[config.mk]
export PLATFORM = sky130hd
export DESIGN_NAME = motion_engine
export DESIGN_NICKNAME = d
export VERILOG_FILES = /design/src/rtl/motion_pkg.sv /design/src/rtl/step_divider.sv /design/src/rtl/motion_engine.sv
export SDC_FILE = /design/constraint.sdc
export NUM_CORES = 1
export LEC_CHECK = 0
export ABC_CLOCK_PERIOD_IN_PS = 3000
export BUFFER_PORTS_ARGS = -buffer_cell sky130_fd_sc_hd__buf_2
export CELL_PAD_IN_SITES_DETAIL_PLACEMENT = 1
export CELL_PAD_IN_SITES_GLOBAL_PLACEMENT = 2
export CORE_MARGIN = 3
export CORE_UTILIZATION = 29
export DETAILED_ROUTE_END_ITERATION = 10
export GPL_ROUTABILITY_DRIVEN = 0
export PLACE_DENSITY = 0.63
export SKIP_CTS_REPAIR_TIMING = 1
export SLEW_MARGIN = 20
export SYNTH_ARGS = -nofsm -noshare
export SYNTH_HDL_FRONTEND = slang
export SYNTH_SLANG_ARGS = --single-unit
[constraint.sdc]
create_clock -name clk -period 3 [get_ports clk]
set_clock_uncertainty 0.1 [all_clocks]
set_input_delay 0.6 -clock clk [delete_from_list [all_inputs] [get_ports clk]]
set_output_delay 0.6 -clock clk [all_outputs]
set_load 0.005 [all_outputs]
[src/rtl/motion_pkg.sv]
// Shared encodings for the motion engine: direction codes, FSM states, helpers.
// Latency: n/a (types and pure functions only).
// Backpressure: n/a.
package motion_pkg;

    localparam int SPEED_W = 3;

    typedef enum logic [1:0] {
        DIR_UP    = 2'd0,
        DIR_RIGHT = 2'd1,
        DIR_DOWN  = 2'd2,
        DIR_LEFT  = 2'd3
    } dir_t;

    typedef enum logic [1:0] {
        ST_IDLE    = 2'd0,
        ST_MOVE    = 2'd1,
        ST_BLOCKED = 2'd2
    } state_t;

    // Opposite direction: flipping bit 1 swaps up<->down and right<->left.
    function automatic dir_t dir_reverse(input dir_t d);
        return dir_t'({~d[1], d[0]});
    endfunction

endpackage

[src/rtl/step_divider.sv]
// Tick divider: counts ticks and flags a step opportunity every speed+1 ticks.
// Latency: opportunity is combinational in the tick cycle; counter updates on that edge.
// Backpressure: none; clear dominates and holds the count at 0.
module step_divider
    import motion_pkg::*;
(
    input  logic               i_clk,
    input  logic               i_resetn,
    input  logic               i_clr,
    input  logic               i_en,
    input  logic [SPEED_W-1:0] i_speed,
    output logic               o_opp
);

    logic [SPEED_W-1:0] r_cnt;

    // A changed speed never clears the count: a count above speed wraps through 7.
    assign o_opp = i_en && !i_clr && (r_cnt == i_speed);

    // Divider counter: clear, restart on opportunity, otherwise count ticks.
    always_ff @(posedge i_clk or negedge i_resetn) begin
        if (!i_resetn) begin
            r_cnt <= '0;
        end else if (i_clr) begin
            r_cnt <= '0;
        end else if (i_en) begin
            r_cnt <= o_opp ? '0 : r_cnt + 1'b1;
        end
    end

endmodule

[src/rtl/motion_engine.sv]
// Moves a point one unit per step opportunity inside a bounded field, bouncing or stopping at walls.
// Latency: x/y/step/hit_wall register on the edge consuming the opportunity tick (1 clock).
// Backpressure: none; direction requests are latched as a single overwriting pending slot.
module motion_engine
    import motion_pkg::*;
#(
    parameter int XW     = 7,
    parameter int YW     = 7,
    parameter int XMAX   = 124,
    parameter int YMAX   = 92,
    parameter int X_INIT = 0,
    parameter int Y_INIT = 0
) (
    input  logic               clk,
    input  logic               resetn,
    input  logic               enable,
    input  logic               tick,
    input  logic [SPEED_W-1:0] speed,
    input  logic               mode,
    input  logic [1:0]         dir_req,
    input  logic               dir_req_valid,
    output logic [XW-1:0]      x,
    output logic [YW-1:0]      y,
    output logic [1:0]         dir,
    output logic               moving,
    output logic               step,
    output logic               hit_wall
);

    localparam logic [XW-1:0] XMAX_L   = XW'(XMAX);
    localparam logic [YW-1:0] YMAX_L   = YW'(YMAX);
    localparam logic [XW-1:0] X_INIT_L = XW'(X_INIT);
    localparam logic [YW-1:0] Y_INIT_L = YW'(Y_INIT);

    state_t          r_state;
    logic [XW-1:0]   r_x;
    logic [YW-1:0]   r_y;
    dir_t            r_dir;
    logic            r_pend_vld;
    dir_t            r_pend_dir;
    logic            r_step;
    logic            r_hit;

    state_t          w_state_nxt;
    logic [XW-1:0]   w_x_nxt;
    logic [YW-1:0]   w_y_nxt;
    dir_t            w_dir_nxt;
    logic            w_step_nxt;
    logic            w_hit_nxt;
    logic            w_div_clr;
    logic            w_opp;
    logic            w_blk_tick;
    logic            w_apply;
    dir_t            w_eff_dir;
    logic            w_at_wall;

    // Divider only runs while actively moving; any other state pins it at 0.
    assign w_div_clr  = (r_state != ST_MOVE) || !enable;
    assign w_blk_tick = (r_state == ST_BLOCKED) && enable && tick;
    assign w_apply    = w_opp || w_blk_tick;
    // A request posted in this cycle is not yet visible here, so it waits for the next opportunity.
    assign w_eff_dir  = r_pend_vld ? r_pend_dir : r_dir;

    step_divider u_div (
        .i_clk    (clk),
        .i_resetn (resetn),
        .i_clr    (w_div_clr),
        .i_en     (tick),
        .i_speed  (speed),
        .o_opp    (w_opp)
    );

    // Is the effective direction pointing into the boundary at the current position?
    always_comb begin
        w_at_wall = 1'b0;
        case (w_eff_dir)
            DIR_UP:    w_at_wall = (r_y == '0);
            DIR_RIGHT: w_at_wall = (r_x == XMAX_L);
            DIR_DOWN:  w_at_wall = (r_y == YMAX_L);
            DIR_LEFT:  w_at_wall = (r_x == '0);
            default:   w_at_wall = 1'b0;
        endcase
    end

    // Next-state and datapath decode.
    always_comb begin
        w_state_nxt = r_state;
        w_x_nxt     = r_x;
        w_y_nxt     = r_y;
        w_dir_nxt   = r_dir;
        w_step_nxt  = 1'b0;
        w_hit_nxt   = 1'b0;
        case (r_state)
            ST_IDLE: begin
                if (enable) begin
                    w_state_nxt = ST_MOVE;
                end
            end
            ST_MOVE: begin
                if (!enable) begin
                    w_state_nxt = ST_IDLE;
                end else if (w_opp) begin
                    if (w_at_wall) begin
                        w_hit_nxt = 1'b1;
                        if (mode) begin
                            w_dir_nxt   = w_eff_dir;
                            w_state_nxt = ST_BLOCKED;
                        end else begin
                            w_dir_nxt = dir_reverse(w_eff_dir);
                        end
                    end else begin
                        w_dir_nxt  = w_eff_dir;
                        w_step_nxt = 1'b1;
                        case (w_eff_dir)
                            DIR_UP:    w_y_nxt = r_y - 1'b1;
                            DIR_RIGHT: w_x_nxt = r_x + 1'b1;
                            DIR_DOWN:  w_y_nxt = r_y + 1'b1;
                            DIR_LEFT:  w_x_nxt = r_x - 1'b1;
                            default:   w_x_nxt = r_x;
                        endcase
                    end
                end
            end
            ST_BLOCKED: begin
                if (!enable) begin
                    w_state_nxt = ST_IDLE;
                end else if (w_blk_tick && r_pend_vld) begin
                    // A new heading away from the wall releases the block; no move this tick.
                    w_dir_nxt = w_eff_dir;
                    if (!w_at_wall) begin
                        w_state_nxt = ST_MOVE;
                    end
                end
            end
            default: begin
                w_state_nxt = ST_IDLE;
            end
        endcase
    end

    // FSM state register.
    always_ff @(posedge clk or negedge resetn) begin
        if (!resetn) begin
            r_state <= ST_IDLE;
        end else begin
            r_state <= w_state_nxt;
        end
    end

    // Position, direction and pulse registers.
    always_ff @(posedge clk or negedge resetn) begin
        if (!resetn) begin
            r_x    <= X_INIT_L;
            r_y    <= Y_INIT_L;
            r_dir  <= DIR_RIGHT;
            r_step <= 1'b0;
            r_hit  <= 1'b0;
        end else begin
            r_x    <= w_x_nxt;
            r_y    <= w_y_nxt;
            r_dir  <= w_dir_nxt;
            r_step <= w_step_nxt;
            r_hit  <= w_hit_nxt;
        end
    end

    // Pending direction slot: a new post wins over clearing on use.
    always_ff @(posedge clk or negedge resetn) begin
        if (!resetn) begin
            r_pend_vld <= 1'b0;
            r_pend_dir <= DIR_RIGHT;
        end else if (dir_req_valid) begin
            r_pend_vld <= 1'b1;
            r_pend_dir <= dir_t'(dir_req);
        end else if (w_apply) begin
            r_pend_vld <= 1'b0;
        end
    end

    assign x        = r_x;
    assign y        = r_y;
    assign dir      = r_dir;
    assign moving   = (r_state == ST_MOVE);
    assign step     = r_step;
    assign hit_wall = r_hit;

endmodule
==> load_flow_metrics.sql, run 1 <==
INSERT INTO impl_metrics (metric_group, metric, value, unit) VALUES
('run_status', 'outcome', 'completed', ''),
('finish', 'final_cell_mix', 'sky130_fd_sc_hd__buf_2, sky130_fd_sc_hd__dfrtp_1, sky130_fd_sc_hd__a21oi_1', ''),
('global_routing', 'grt_first_pass_wirelength', '7.11', 'mm'),
('detailed_routing', 'via_per_inst', '4.99', ''),
('pwr', 'power.leakage', '1.01', 'nW'),
('timing', 'fin_tns_setup', '0', 'ps'),
('pwr', 'vdd.ir_drop.worst', '351', 'uV'),
('logic_synthesis', 'synth_top_cell_by_area', 'sky130_fd_sc_hd__dfrtp_1', ''),
('clocking', 'clkTransAtPathRegs', '90', 'ps'),
('finish', 'n_antenna_cell', '0', ''),
('timing', 'slew_headroom', '60.7', '%'),
('detailed_routing', 'detail-route-antenna-nets', '0', ''),
('clocking', 'worst_case_clock_buffer_depth', '2', ''),
('finish', 'syn_to_final_growth', '17.3', '%'),
('logic_synthesis', 'ys_seq_elements', '26', ''),
('finish', 'layout_commonest_cell', 'sky130_fd_sc_hd__buf_2', ''),
('timing', 'hold_vio_cnt_final', '0', ''),
('global_routing', 'grt_antenna_before_repair', '0', ''),
('detailed_routing', 'initialDrtViolationCount', '21', ''),
('clocking', 'clk-insertion-delay-late', '270', 'ps'),
('timing', 'finalWorstPathRequiredPeriod', '2850', 'ps'),
('worst_setup_path', 'worst_r2r_startpoint', 'r_pend_vld', ''),
('placed_design', 'detailedPlace.worstSlack', '133', 'ps'),
('worst_setup_path', 'r2r-end', 'y[5]', ''),
('logic_synthesis', 'synth.area.top_cells', 'sky130_fd_sc_hd__dfrtp_1, sky130_fd_sc_hd__ha_1, sky130_fd_sc_hd__mux2_2, sky130_fd_sc_hd__xnor2_1, sky130_fd_sc_hd__a21oi_1', ''),
('detailed_routing', 'firstDrtPassIters', '3', ''),
('clocking', 'cts.htree.levels', '1', ''),
('placed_design', 'place.detailed.hpwl', '3.28', 'mm'),
('clocking', 'cts.root.buffer_cell', 'sky130_fd_sc_hd__clkbuf_8', ''),
('floorplanning', 'die_y', '83.1', 'um'),
('detailed_routing', 'vias', '1351', ''),
('floorplanning', 'initial_utilization', '30.6', '%'),
('finish', 'design.final.nets', '224', ''),
('run', 'drv_cap', '0', ''),
('finish', 'final_layout_size_suffix_gt1_share', '31.2', '%'),
('logic_synthesis', 'post_synth_instance_area', '0.00172', 'sq mm'),
('floorplanning', 'core_area', '0.00564', 'sq mm'),
('timing', 'worst_slack', '147', 'ps'),
('logic_synthesis', 'synth.yosys.warnings', '0', ''),
('worst_setup_path', 'r2r_cells', '9', ''),
('global_routing', 'gr-usage-all-layers', '12.3', '%'),
('detailed_routing', 'post-route-drc-count', '0', ''),
('clocking', 'clock_sinks', '26', ''),
('worst_setup_path', 'critPathArrivalTime', '2920', 'ps'),
('finish', 'stdcell_count', '271', ''),
('worst_setup_path', 'maximum_net_fanout_on_the_critical_path', '10', ''),
('worst_hold_path', 'type_of_the_worst_min_delay_path', 'in -> async', ''),
('worst_setup_path', 'cp_bufs_invs', '0', ''),
('worst_setup_path', 'crit_path_start_kind', 'register', ''),
('logic_synthesis', 'post_synth.cell_area_avg', '10.4', 'sq um'),
('worst_setup_path', 'critical-path-top-delay-family', 'simple AND/OR/NAND/NOR gates', ''),
('worst_setup_path', 'end_kind', 'register', ''),
('floorplanning', 'fp.dieW', '83.1', 'um'),
('detailed_routing', 'wl_per_cell', '15.2', 'um'),
('global_routing', 'gr-total-overflow', '0', ''),
('logic_synthesis', 'post_synth_inst_count', '166', ''),
('placed_design', 'io_buffer_count', '29', ''),
('worst_setup_path', 'slowest_stage', 'sky130_fd_sc_hd__dfrtp_2', ''),
('logic_synthesis', 'syn_nets', '190', ''),
('worst_setup_path', 'regToRegSetupSlack', '150', 'ps'),
('global_routing', 'grt_pass1_vias', '1464', ''),
('worst_setup_path', 'max_stage_delay', '490', 'ps'),
('worst_setup_path', 'timing.critical_path.required', '3060', 'ps'),
('logic_synthesis', 'yosysUniqueCellTypes', '42', ''),
('detailed_routing', 'wl', '4.11', 'mm'),
('floorplanning', 'io_pins', '30', ''),
('pwr', 'cellPowerDensity', '653', 'mW/mm^2'),
('worst_setup_path', 'crit_path_frequent_cell', 'sky130_fd_sc_hd__a21oi_1', ''),
('placed_design', 'post-place-cells', '267', ''),
('floorplanning', 'die_area', '0.00691', 'sq mm'),
('timing', 'grt_setup_unrepaired', 'no', '');
-- registers in the layout, summed over array words and instances (netlist names) --
| register | cells |
|---|---|
| x | 7 |
| u_div.r_cnt | 3 |
| step | 1 |
| dir | 2 |
| r_pend_vld | 1 |
| r_pend_dir | 2 |
| y | 7 |
| hit_wall | 1 |
| r_state | 2 |
-- worst min-delay path by stage --
stage,from,to,slack [ps],cells past startpoint
2_1_floorplan,resetn,dir[1],200,0
3_3_place_gp,dir[0],dir[0],390,2
3_5_place_dp,dir[0],dir[0],400,2
4_1_cts,resetn,x[0],250,1
5_1_grt,resetn,x[1],270,1
6_report,resetn,x[0],220,1
-- synth_stat cells, drive strengths merged --
cell,number
a211oi,3
a21o,2
a21oi,16
a31o,1
a31oi,1
and2,2
and2b,1
and3,1
and4bb,1
buf,1
clkbuf,2
dfrtp,24
dfstp,2
fa,2
ha,11
inv,9
mux2,12
mux2i,5
nand2,9
nand2b,2
nand3,1
nand3b,2
nand4,2
nor2,13
nor2b,1
nor3,3
nor4,3
o21a,1
o21ai,5
o21bai,4
o22ai,1
o31ai,2
or3,1
or3b,2
or4,2
xnor2,9
xor2,7
-- stage by stage --
stage	hold WS (ps)	area, sq um	util [%]	power (mW)
6_report	223	2020	35.8	1.32
5_1_grt	266	2020	35.8	1.43
4_1_cts	249	2020	35.8	1.34
3_5_place_dp	395	1960	34.8	1.11
3_3_place_gp	387	1960	34.8	1.08
2_1_floorplan	204	1720	-	0.904
-- worst reg2reg max path, stage by stage (launching register included) --
cell                       delay [ps]
sky130_fd_sc_hd__dfrtp_2          490
sky130_fd_sc_hd__or3b_2           490
sky130_fd_sc_hd__and2_1           290
sky130_fd_sc_hd__ha_1             320
sky130_fd_sc_hd__a21o_1           180
sky130_fd_sc_hd__a21oi_1          260
sky130_fd_sc_hd__o21bai_1         100
sky130_fd_sc_hd__a21oi_1          190
sky130_fd_sc_hd__xnor2_1           80
sky130_fd_sc_hd__mux2_4           250
-- final cells by class --
class                      count  area (sq um)
fill                         644          3620
multi-input combinational    128          1020
timing repair buffer          32           168
tap                           72          90.1
sequential                    26           654
inverter                       9          33.8
clock buffer                   4          55.1
-- report_power, final --
group	internal (mW)	switching [mW]	leakage [nW]	total [mW]
registers	0.425	0.104	0.329	0.529
clock network	0.117	0.110	0.0288	0.228
logic	0.282	0.282	0.649	0.563
total	0.824	0.496	1.01	1.32
-- per-layer routing --
layer | vias to the layer above | global-route usage (%) | routed length [um]
li1 | 654 | - | -
met1 | 675 | 16.2 | 1920
met2 | 20 | 20.8 | 2050
met3 | 2 | 2.78 | 114
met4 | 0 | 2.23 | 34
met5 | - | 0 | 0
-- cell families (layout without fill, tap and decap cells) --
kind of cell,count (synthesis),count (layout),share of synthesized area (%)
AO/OA/AOI/OAI,36,36,13.8
XOR/XNOR,16,16,8.13
adder cells (fa/ha/maj),13,13,10.3
buffers and inverters,12,45,3.05
flip-flops,26,26,37.9
multiplexers,17,17,11.6
AND/OR/NAND/NOR,46,46,15.2
Power figures use the tool's default switching activity.
==> run 2: changes to the inputs <==
- CORE_ASPECT_RATIO: unset -> 0.8
- CTS_CLUSTER_DIAMETER: unset -> 50
- RECOVER_POWER: unset -> 50
==> run 2 against run 1 <==
Compared with the run above:
- via count decreased by 0.89%
- count of clock-buffer cells in the layout unchanged
- global-route usage increased by 0.92 points
- critical endpoint unchanged
- largest cell class unchanged
- maximum frequency decreased by 0.22%
- largest power group unchanged
==> load_flow_metrics.sql, run 2 (synthesized netlist as in run 1, its figures left out) <==
INSERT INTO impl_metrics (metric_group, metric, value, unit) VALUES
('finish', 'syn_to_final_growth', '16.5', '%'),
('global_routing', 'grt_max_degree', '27', ''),
('floorplanning', 'fp.dieW', '92.2', 'um'),
('clocking', 'cts-buffers-inserted', '3', ''),
('pwr', 'power.share.switching', '38.0', '%'),
('timing', 'worst_slack', '141', 'ps'),
('floorplanning', 'initial_utilization', '30.9', '%'),
('timing', 'tightest_slew', '1470', 'ps'),
('timing', 'timing.final.setup_violations', '0', ''),
('global_routing', 'gr-usage-all-layers', '13.2', '%'),
('pwr', 'power.leakage', '0.976', 'nW'),
('placed_design', 'place.detailed.hpwl', '3.31', 'mm'),
('clocking', 'cts.root.buffer_cell', 'sky130_fd_sc_hd__clkbuf_8', ''),
('placed_design', 'detailedPlace.worstSlack', '117', 'ps'),
('pwr', 'cellPowerDensity', '640', 'mW/mm^2'),
('pwr', 'switching_power', '0.489', 'mW'),
('detailed_routing', 'detail-route-antenna-nets', '0', ''),
('floorplanning', 'io_pins', '30', ''),
('worst_setup_path', 'r2r_cells', '9', ''),
('worst_setup_path', 'maximum_net_fanout_on_the_critical_path', '10', ''),
('run', 'drv_cap', '0', ''),
('timing', 'finalWorstPathRequiredPeriod', '2860', 'ps'),
('finish', 'n_antenna_cell', '0', ''),
('timing', 'hold_vio_cnt_final', '0', ''),
('global_routing', 'gr-total-overflow', '0', ''),
('floorplanning', 'die_y', '75.0', 'um'),
('finish', 'final_layout_size_suffix_gt1_share', '26.6', '%'),
('worst_setup_path', 'critical_path_class', 'reg -> reg', ''),
('detailed_routing', 'wl_per_cell', '15.0', 'um'),
('detailed_routing', 'wl', '4.16', 'mm'),
('run_status', 'outcome', 'completed', ''),
('timing', 'timing.final.max_slew_violations', '0', ''),
('finish', 'final_cell_mix', 'sky130_fd_sc_hd__dfrtp_1, sky130_fd_sc_hd__buf_2, sky130_fd_sc_hd__a21oi_1', ''),
('floorplanning', 'fp-row-count', '24', ''),
('detailed_routing', 'firstDrtPassIters', '3', ''),
('placed_design', 'io_buffer_count', '29', ''),
('clocking', 'clock_sinks', '26', ''),
('timing', 'grt_setup_unrepaired', 'no', ''),
('clocking', 'cts_tree', 'yes', ''),
('finish', 'num-fill-cells', '668', ''),
('worst_setup_path', 'regToRegSetupSlack', '140', 'ps'),
('floorplanning', 'core_area', '0.00559', 'sq mm'),
('floorplanning', 'die_area', '0.00691', 'sq mm'),
('clocking', 'cts.htree.levels', '1', ''),
('worst_setup_path', 'crit_path_start_kind', 'register', ''),
('finish', 'layout_commonest_cell', 'sky130_fd_sc_hd__dfrtp_1', ''),
('timing', 'fin_tns_setup', '0', 'ps'),
('timing', 'slew_headroom', '2.28', '%'),
('worst_hold_path', 'hold_path_depth', '2', ''),
('clocking', 'clkTransAtPathRegs', '90', 'ps'),
('clocking', 'worst_case_clock_buffer_depth', '2', ''),
('worst_setup_path', 'timing.critical_path.required', '3070', 'ps'),
('timing', 'maximum_clock_frequency', '350', 'MHz'),
('pwr', 'vdd.ir_drop.worst', '264', 'uV'),
('worst_hold_path', 'type_of_the_worst_min_delay_path', 'reg -> reg', ''),
('pwr', 'share_clk_of_total_power', '16.1', '%'),
('global_routing', 'grt_first_pass_wirelength', '7.17', 'mm'),
('finish', 'design.final.nets', '224', ''),
('pwr', 'power_frac_comb', '42.8', '%'),
('clocking', 'clk-insertion-delay-late', '270', 'ps'),
('timing', 'post-route-period-util', '95.3', '%'),
('detailed_routing', 'initialDrtViolationCount', '22', ''),
('global_routing', 'grt_pass1_vias', '1423', ''),
('detailed_routing', 'via_per_inst', '4.83', ''),
('detailed_routing', 'vias', '1339', ''),
('worst_setup_path', 'critPathArrivalTime', '2920', 'ps'),
('worst_setup_path', 'end_kind', 'register', ''),
('pwr', 'power_frac_seq', '41.1', '%'),
('detailed_routing', 'post-route-drc-count', '0', ''),
('pwr', 'cell_internal_pwr', '0.797', 'mW'),
('global_routing', 'grt_antenna_before_repair', '0', '');
## run 2: cell types whose count changed in the layout (fill, tap and decap cells not counted)
cell                       change
sky130_fd_sc_hd__clkbuf_8      -1
sky130_fd_sc_hd__clkbuf_1      +9
sky130_fd_sc_hd__buf_2         -8
## run 2: stage by stage
step	instances	hold slack [ps]	util, %	area, sq um	total power, mW
floorplan	166	204	-	1720	0.904
global placement	273	387	35.3	1970	1.08
detailed placement	273	406	35.3	1970	1.10
CTS	277	250	36.1	2020	1.31
global route	277	450	36.0	2010	1.41
finish	277	413	36.0	2010	1.29
## run 2: critical path, stage by stage (launching register included)
cell and delay (ps):
sky130_fd_sc_hd__dfrtp_2 490, sky130_fd_sc_hd__or3b_2 490, sky130_fd_sc_hd__and2_1 300, sky130_fd_sc_hd__ha_1 330, sky130_fd_sc_hd__a21o_1 190, sky130_fd_sc_hd__a21oi_1 240
sky130_fd_sc_hd__o21bai_1 100, sky130_fd_sc_hd__a21oi_1 180, sky130_fd_sc_hd__xnor2_1 80, sky130_fd_sc_hd__mux2_4 250
## run 2: area by class of cell
type	count	area, sq um	share of cell area, %
tap	78	97.6	4.86
sequential	26	654	32.6
inverter	9	33.8	1.68
timing repair buffer	32	158	7.85
clock buffer	4	45.0	2.24
multi-input combinational	128	1020	50.8
## run 2: path summary, 6_finish.rpt
| check | start | endpoint |
|---|---|---|
| max | r_pend_vld | y[5] |
| min | dir[0] | dir[0] |
| max reg2reg | r_pend_vld | y[5] |
| min reg2reg | dir[0] | dir[0] |
| max in group asynchronous | resetn | r_pend_vld |
| min in group asynchronous | resetn | x[1] |
## run 2: power by group through the flow
stage / clock (mW) / sequential (mW) / combinational (mW)
detailed placement: 0 / 0.536 / 0.562
floorplan: 0 / 0.513 / 0.391
finish: 0.207 / 0.528 / 0.550
global route: 0.232 / 0.546 / 0.629
CTS: 0.217 / 0.530 / 0.564
global placement: 0 / 0.531 / 0.550
## run 2: layer usage
metal	track usage (%)	vias to the layer above	wire length [um]
met5	0	-	0
met2	21.6	19	1860
li1	-	657	-
met3	3.10	2	129
met1	18.3	661	2130
met4	2.47	0	33
